`src/rtl/dmem_port_arbiter.sv`:
```
// dmem_port_arbiter: shares single-port DMEM between core (m0) and loader (m1).
// Round-robin with a burst cap; zero-latency grant, 1-cycle read return.
module dmem_port_arbiter #(
    parameter int ADDR_W    = 32,
    parameter int DATA_W    = 32,
    parameter int BURST_MAX = 4
) (
    input  logic              clk,
    input  logic              rst,
    input  logic              m0_req,
    input  logic              m0_we,
    input  logic [ADDR_W-1:0] m0_addr,
    input  logic [DATA_W-1:0] m0_wdata,
    output logic              m0_gnt,
    output logic              m0_rvalid,
    output logic [DATA_W-1:0] m0_rdata,
    input  logic              m1_req,
    input  logic              m1_we,
    input  logic [ADDR_W-1:0] m1_addr,
    input  logic [DATA_W-1:0] m1_wdata,
    output logic              m1_gnt,
    output logic              m1_rvalid,
    output logic [DATA_W-1:0] m1_rdata,
    output logic              mem_en,
    output logic              mem_we,
    output logic [ADDR_W-3:0] mem_addr,
    output logic [DATA_W-1:0] mem_wdata,
    input  logic [DATA_W-1:0] mem_rdata,
    output logic              owner
);

    localparam int CW = $clog2(BURST_MAX + 1);
    localparam logic [CW-1:0] CNT_MAX = CW'(BURST_MAX);
    localparam logic [CW-1:0] CNT_ONE = CW'(1);

    typedef enum logic {
        OWN_M0 = 1'b0,
        OWN_M1 = 1'b1
    } own_e;

    own_e              own_q;
    own_e              gsel;
    logic [CW-1:0]     cnt_q;
    logic [CW-1:0]     cnt_inc;
    logic              tag0_q;
    logic              tag1_q;
    logic              we_q;
    logic [ADDR_W-3:0] addr_q;
    logic [DATA_W-1:0] wdata_q;
    logic              sel_we;
    logic [ADDR_W-3:0] sel_addr;
    logic [DATA_W-1:0] sel_wdata;
    logic              unused_ok;

    assign unused_ok = ^{m0_addr[1:0], m1_addr[1:0]};

    // Grant decision: owner keeps the port until its burst is used up.
    always_comb begin
        m0_gnt = 1'b0;
        m1_gnt = 1'b0;
        if (rst) begin
            if (m0_req && m1_req) begin
                if (cnt_q < CNT_MAX) begin
                    m0_gnt = (own_q == OWN_M0);
                    m1_gnt = (own_q == OWN_M1);
                end else begin
                    m0_gnt = (own_q == OWN_M1);
                    m1_gnt = (own_q == OWN_M0);
                end
            end else begin
                m0_gnt = m0_req;
                m1_gnt = m1_req;
            end
        end
    end

    // Selected requester fields and saturating burst increment.
    always_comb begin
        gsel      = m1_gnt ? OWN_M1 : OWN_M0;
        sel_we    = m1_gnt ? m1_we : m0_we;
        sel_addr  = m1_gnt ? m1_addr[ADDR_W-1:2] : m0_addr[ADDR_W-1:2];
        sel_wdata = m1_gnt ? m1_wdata : m0_wdata;
        cnt_inc   = (cnt_q == CNT_MAX) ? CNT_MAX : cnt_q + CNT_ONE;
    end

    // Owner FSM and burst counter.
    always_ff @(posedge clk or negedge rst) begin
        if (!rst) begin
            own_q <= OWN_M0;
            cnt_q <= '0;
        end else if (m0_gnt || m1_gnt) begin
            if (gsel == own_q) begin
                cnt_q <= cnt_inc;
            end else begin
                own_q <= gsel;
                cnt_q <= CNT_ONE;
            end
        end else begin
            cnt_q <= '0;
        end
    end

    // Read-return tags and held memory command fields.
    always_ff @(posedge clk or negedge rst) begin
        if (!rst) begin
            tag0_q  <= 1'b0;
            tag1_q  <= 1'b0;
            we_q    <= 1'b0;
            addr_q  <= '0;
            wdata_q <= '0;
        end else begin
            tag0_q <= m0_gnt && !m0_we;
            tag1_q <= m1_gnt && !m1_we;
            if (mem_en) begin
                we_q    <= sel_we;
                addr_q  <= sel_addr;
                wdata_q <= sel_wdata;
            end
        end
    end

    assign mem_en    = m0_gnt | m1_gnt;
    assign mem_we    = mem_en ? sel_we : we_q;
    assign mem_addr  = mem_en ? sel_addr : addr_q;
    assign mem_wdata = mem_en ? sel_wdata : wdata_q;
    assign m0_rvalid = tag0_q;
    assign m1_rvalid = tag1_q;
    assign m0_rdata  = tag0_q ? mem_rdata : '0;
    assign m1_rdata  = tag1_q ? mem_rdata : '0;
    assign owner     = own_q;

endmodule

```
`config.mk`:
```
export PLATFORM = sky130hd
export DESIGN_NAME = dmem_port_arbiter
export DESIGN_NICKNAME = d
export VERILOG_FILES = /design/src/rtl/dmem_port_arbiter.sv
export SDC_FILE = /design/constraint.sdc
export NUM_CORES = 1
export LEC_CHECK = 0
export ABC_AREA = 1
export BUFFER_PORTS_ARGS = -buffer_cell sky130_fd_sc_hd__buf_2
export CAP_MARGIN = 20
export CORE_AREA = 2 2 115 117
export CTS_CLUSTER_DIAMETER = 50
export DETAILED_ROUTE_END_ITERATION = 10
export DIE_AREA = 0 0 117 119
export PLACE_DENSITY = 0.7
export SLEW_MARGIN = 20
export SYNTH_ARGS = -nofsm -noshare
export SYNTH_HDL_FRONTEND = slang
export SYNTH_SLANG_ARGS = --single-unit
```
`constraint.sdc`:
```
create_clock -name clk -period 1.95 [get_ports clk]
set_clock_uncertainty 0.15 [all_clocks]
set_input_delay 0.4875 -clock clk [delete_from_list [all_inputs] [get_ports clk]]
set_output_delay 0.4875 -clock clk [all_outputs]
set_load 0.01 [all_outputs]
```
Word level (Yosys, flattened, before mapping) --
Cells that the tools add are included. Widths: inputs -> output; s select.
Cells by class: $add $sub $neg 1, multipliers 0, divide/modulo/power cells 0, order comparisons 1, equality and inequality tests 2, shift operators 0, muxes and demuxes 18, bitwise gates (word level) 3, reduce and logical (&&, ||, !) cells 7
Operators with widths (number):
- $mux 32 | 4
- $mux 30 | 2
- $mux 1 | 9
- $mux 3 | 3
- $add 3x1->3 const B | 1
- $eq 3x3->1 const B | 1
- $logic_and 1x1->1 | 3
- $lt 3x3->1 const B | 1
- $logic_not 1->1 | 2
- $not 1->1 | 2
- $reduce_and 2->1 | 1
- $eq 1x1->1 | 1
- $logic_or 1x1->1 | 1
- $or 1x1->1 | 1
Word-level totals: register bits 69, bits in latches 0, memory bits (writable) 0, bits in read-only memories 0, output and inout bits 133, logic and storage cells 39, memories kept 0

Logic depth before layout (Yosys ltp) --
word-level depth 8, gate-level depth with buffers 9, mapped depth without buffers 8

Least setup slack after synthesis --
No wires, ideal clock.
path type input-to-output, start point input rst, end point output mem_addr[23], arrival 1.273 ns, data required time 1.312 ns, slack 0.039 ns, stages 7, path buffers 3, cells stage by stage nand2_1 -> buf_2 -> nand2_2 -> buf_4 -> buf_4 -> nand3_1 -> nand2_1
Between the ends: longest elaborated chain between the ends 3
RTL lines:
- from (decl) | RTL line 9 | input logic rst,
- $mux 1 | RTL line 61 | if (rst) begin
- $mux 30 or $or 1x1->1 (tied branches) | RTL line 81, 122
- $mux 30 (*) | RTL line 124 | assign mem_addr = mem_en ? sel_addr : addr_q;
- to (decl) | RTL line 26 | output logic [ADDR_W-3:0] mem_addr,
Every way passes the cells marked *; elsewhere a longest branch is shown, timed or not.

Final worst setup path --
start point register cnt_q[2], end point output mem_addr[10]
Between the ends: longest elaborated chain between the ends 6
RTL lines:
- from (decl) | RTL line 43 | logic [CW-1:0] cnt_q;
- from (signal assigned) | RTL line 93 | cnt_q <= cnt_inc;
- $lt 3x3->1 (*) | RTL line 63 | if (cnt_q < CNT_MAX) begin
- $mux 1 | RTL line 63
- $mux 1 | RTL line 62 | if (m0_req && m1_req) begin
- $mux 1 | RTL line 61
- $mux 30 or $or 1x1->1 (tied branches) | RTL line 81, 122
- $mux 30 (*) | RTL line 124
Marks and branches as above.

==> flow_summary_export.csv <==
group,metric,value,unit
clock_tree,worstSkewPairLatency,0.32,ns
critical_path,critical-path-max-stage-delay,0.44,ns
clock_tree,cts_root_buffer,"clkbuf_16",
timing,fin_crit_sh,124,%
power_and_ir_drop,p_per_area,687,nW/um2
die,core_area,12900,um2
run_status,violations,"negative setup slack",
timing,hold_slack,0.0591,ns
timing,min_period,2.42,ns
clock_tree,cts_tree,"built",
timing,hold_viol,0,
critical_path,cp_cell_sequence,"inv_2, nand2_4, nand3_4, nand2_8, buf_12, buf_16, nand2_2, nand3_2, nand2_2, buf_6",
routing,ant_nets,0,
global_routing,grt_max_degree,35,
synthesis,yosysTopAreaCell,"dfrtp_1",
clock_tree,cts.sinks,69,
power_and_ir_drop,irDropWorstVdd,440,uV
synthesis,netlist_top_cells_area,"dfrtp_1 38%, nand2_1 16%, nand3_1 15%",
routing,drtIter0Drc,228,
critical_path,worst-path-max-fanout,5,
placed_design,place_congestion,0.803,
placed_design,io_buffers,294,
critical_path,worstSetupPathType,"flop to primary output",
placed_design,dpl.cell_count,1132,
critical_path,arrival,1.78,ns
cells_and_area,stdcell_count,1211,
job,max-cap-violations,0,
timing,relSlewSlack,71.1,%
synthesis,synth-warning-count,0,
timing,layout_setup_ws,-0.472,ns
routing,num_vias,5600,
clock_tree,cts_buffers,9,
cells_and_area,layout_commonest_cell,"buf_2",
global_routing,grt_pass1_wl,24.3,mm
global_routing,overflow,0,
die,die_h,119,um
routing,vias_per_cell,4.62,
routing,routedWlPerCell,14.3,um
cells_and_area,layout-drive-gt1-share,48.8,%
placed_design,hpwl,11.3,mm
die,num_rows,42,
cells_and_area,nets,1197,
timing,setup_viol_count_final,69,
timing,tightestPinTransition,0.433,ns
hold_path,hold_class,"input pin to async pin",
global_routing,track_usage,22.3,%
clock_tree,cts-hold-fix-buffers,0,
timing,maxSlewViolCount,0,
placed_design,place_ws,-0.279,ns
synthesis,synthCells,660,
critical_path,crit_required,1.31,ns
cells_and_area,synthToLayoutAreaGrowth,75.2,%
clock_tree,ctsHtreeMaxLevel,3,
critical_path,crit_path_top_delay_cell,"dfrtp_2",
run_status,status,"complete, but fails checks",
power_and_ir_drop,p_leak,5.03,nW
critical_path,crit_top_cell,"nand2_2",
synthesis,syn_area,4500,um2
critical_path,crit_path_end_kind,"primary output",
synthesis,synth-seq-area-share,38.4,%
critical_path,start_kind,"flop",
global_routing,grt_antenna_before_repair,2,
clock_tree,path_clk_slew,0.05,ns
synthesis,synthesis.nets,828,
routing,drc,0,
synthesis,synth.avg_cell_area,6.82,um2
timing,maxClockFrequency,0.413,GHz
die,die-area,13900,um2
synthesis,synth_cell_types,17,
cells_and_area,final_cell_mix,"268 x buf_2, 139 x nand2_1, 138 x inv_1",
die,start_util,34.9,%
clock_tree,clock_path_buffers,2,
routing,drt_wl_total,17.4,mm
die,fp.dieW,117,um
global_routing,grt_pass1_vias,5086,
synthesis,yosysTopAreaCellShare,38.4,%
cells_and_area,fillers,1180,
die,io_pins,299,
synthesis,ys_ff_latch,69,
timing,grt_setup_unrepaired,"yes",
routing,first_pass_iters,4,
-- critical path: cells and delay by family (launching register included) --
kind | cells | cell delay (ns)
flops | 1 | 0.44
simple gates | 6 | 0.55
buf+inv | 4 | 0.47
-- area by class of cell --
cell class	count	area, um2	share of cell area (%)
repair buffers	406	2850	36.1
inverters	141	529	6.72
clock buffers	12	236	3.00
flip-flops and latches	69	1730	21.9
diodes	1	2.50	0.0318
multi-input cells	402	2240	28.5
clock inverters	4	72.6	0.921
well taps	176	220	2.79
-- kinds of logic after synthesis --
group	after synthesis	share of synthesized area, %
and+or+nand+nor	396	42.2
AOI/OAI and AO/OA	4	0.445
buffers and inverters	189	18.4
DFF	69	38.4
adders and majority gates	2	0.556
-- where the power goes --
part	internal (W)	total, W	switching (W)
Combinational	0.00103	0.00200	0.000969
Sequential	0.00164	0.00170	0.0000619
Clock	0.00112	0.00171	0.000596
Total	0.00379	0.00542	0.00163
-- stage by stage --
step	setup TNS, ns	total power, W	util (%)	cell area (um2)
global placement	-13.29	0.00313	49.8	6410
CTS	-26.27	0.00512	56.3	7250
finish	-27.69	0.00542	61.2	7880
global route	-33.37	0.00570	61.2	7880
floorplan	0	0.00245	-	4500
detailed placement	-14.32	0.00315	49.8	6410
-- cells in the mapped netlist --
library cell and n:
and2_0 1, buf_1 2, buf_2 12, buf_4 4, buf_6 12, clkbuf_1 18, dfrtp_1 69, ha_1 2
inv_1 140, inv_2 1, nand2_1 196, nand2_2 2, nand3_1 131, nand3_2 1, nand3b_1 62, nor2_1 3
o21ai_0 4
-- flip-flops by register name (all words and copies together) (netlist names) --
signal and count:
we_q 1, cnt_q 3, m0_rvalid 1, wdata_q 32
addr_q 30, owner 1, m1_rvalid 1
-- final timing paths --
check / startpoint / endpoint / slack, ns / cells past startpoint
setup / recovery: cnt_q[2]$_DFF_PN0_ / mem_addr[10] / -0.47 / 10
setup reg to reg: cnt_q[2]$_DFF_PN0_ / addr_q[4]$_DFF_PN0_ / -0.42 / 15
max in group asynchronous: rst / wdata_q[9]$_DFF_PN0_ / 1.24 / 2
hold / removal: rst / we_q$_DFF_PN0_ / 0.06 / 3
hold reg to reg: wdata_q[13]$_DFF_PN0_ / wdata_q[13]$_DFF_PN0_ / 0.35 / 2
min in group clk: m0_we / m0_rvalid$_DFF_PN0_ / 0.18 / 2
-- metal layers --
metal	up-vias	routed length [um]	share of wire, %	global-route usage, %
li1	2752	-	-	-
met1	2567	6710	39	24.8
met2	242	8560	49	40.2
met3	37	1510	8.7	6.51
met4	2	553	3.2	7.13
met5	-	13	0.075	0
-- timing repair --
item | CTS | global route
buffers inserted | 31 | 24
pin swaps | 14 | 46
endpoints found under the setup margin | 66 | 97
resized for setup | 45 | 93
gates cloned | 4 | 6
Note: power is estimated with default switching activity, not from simulation.
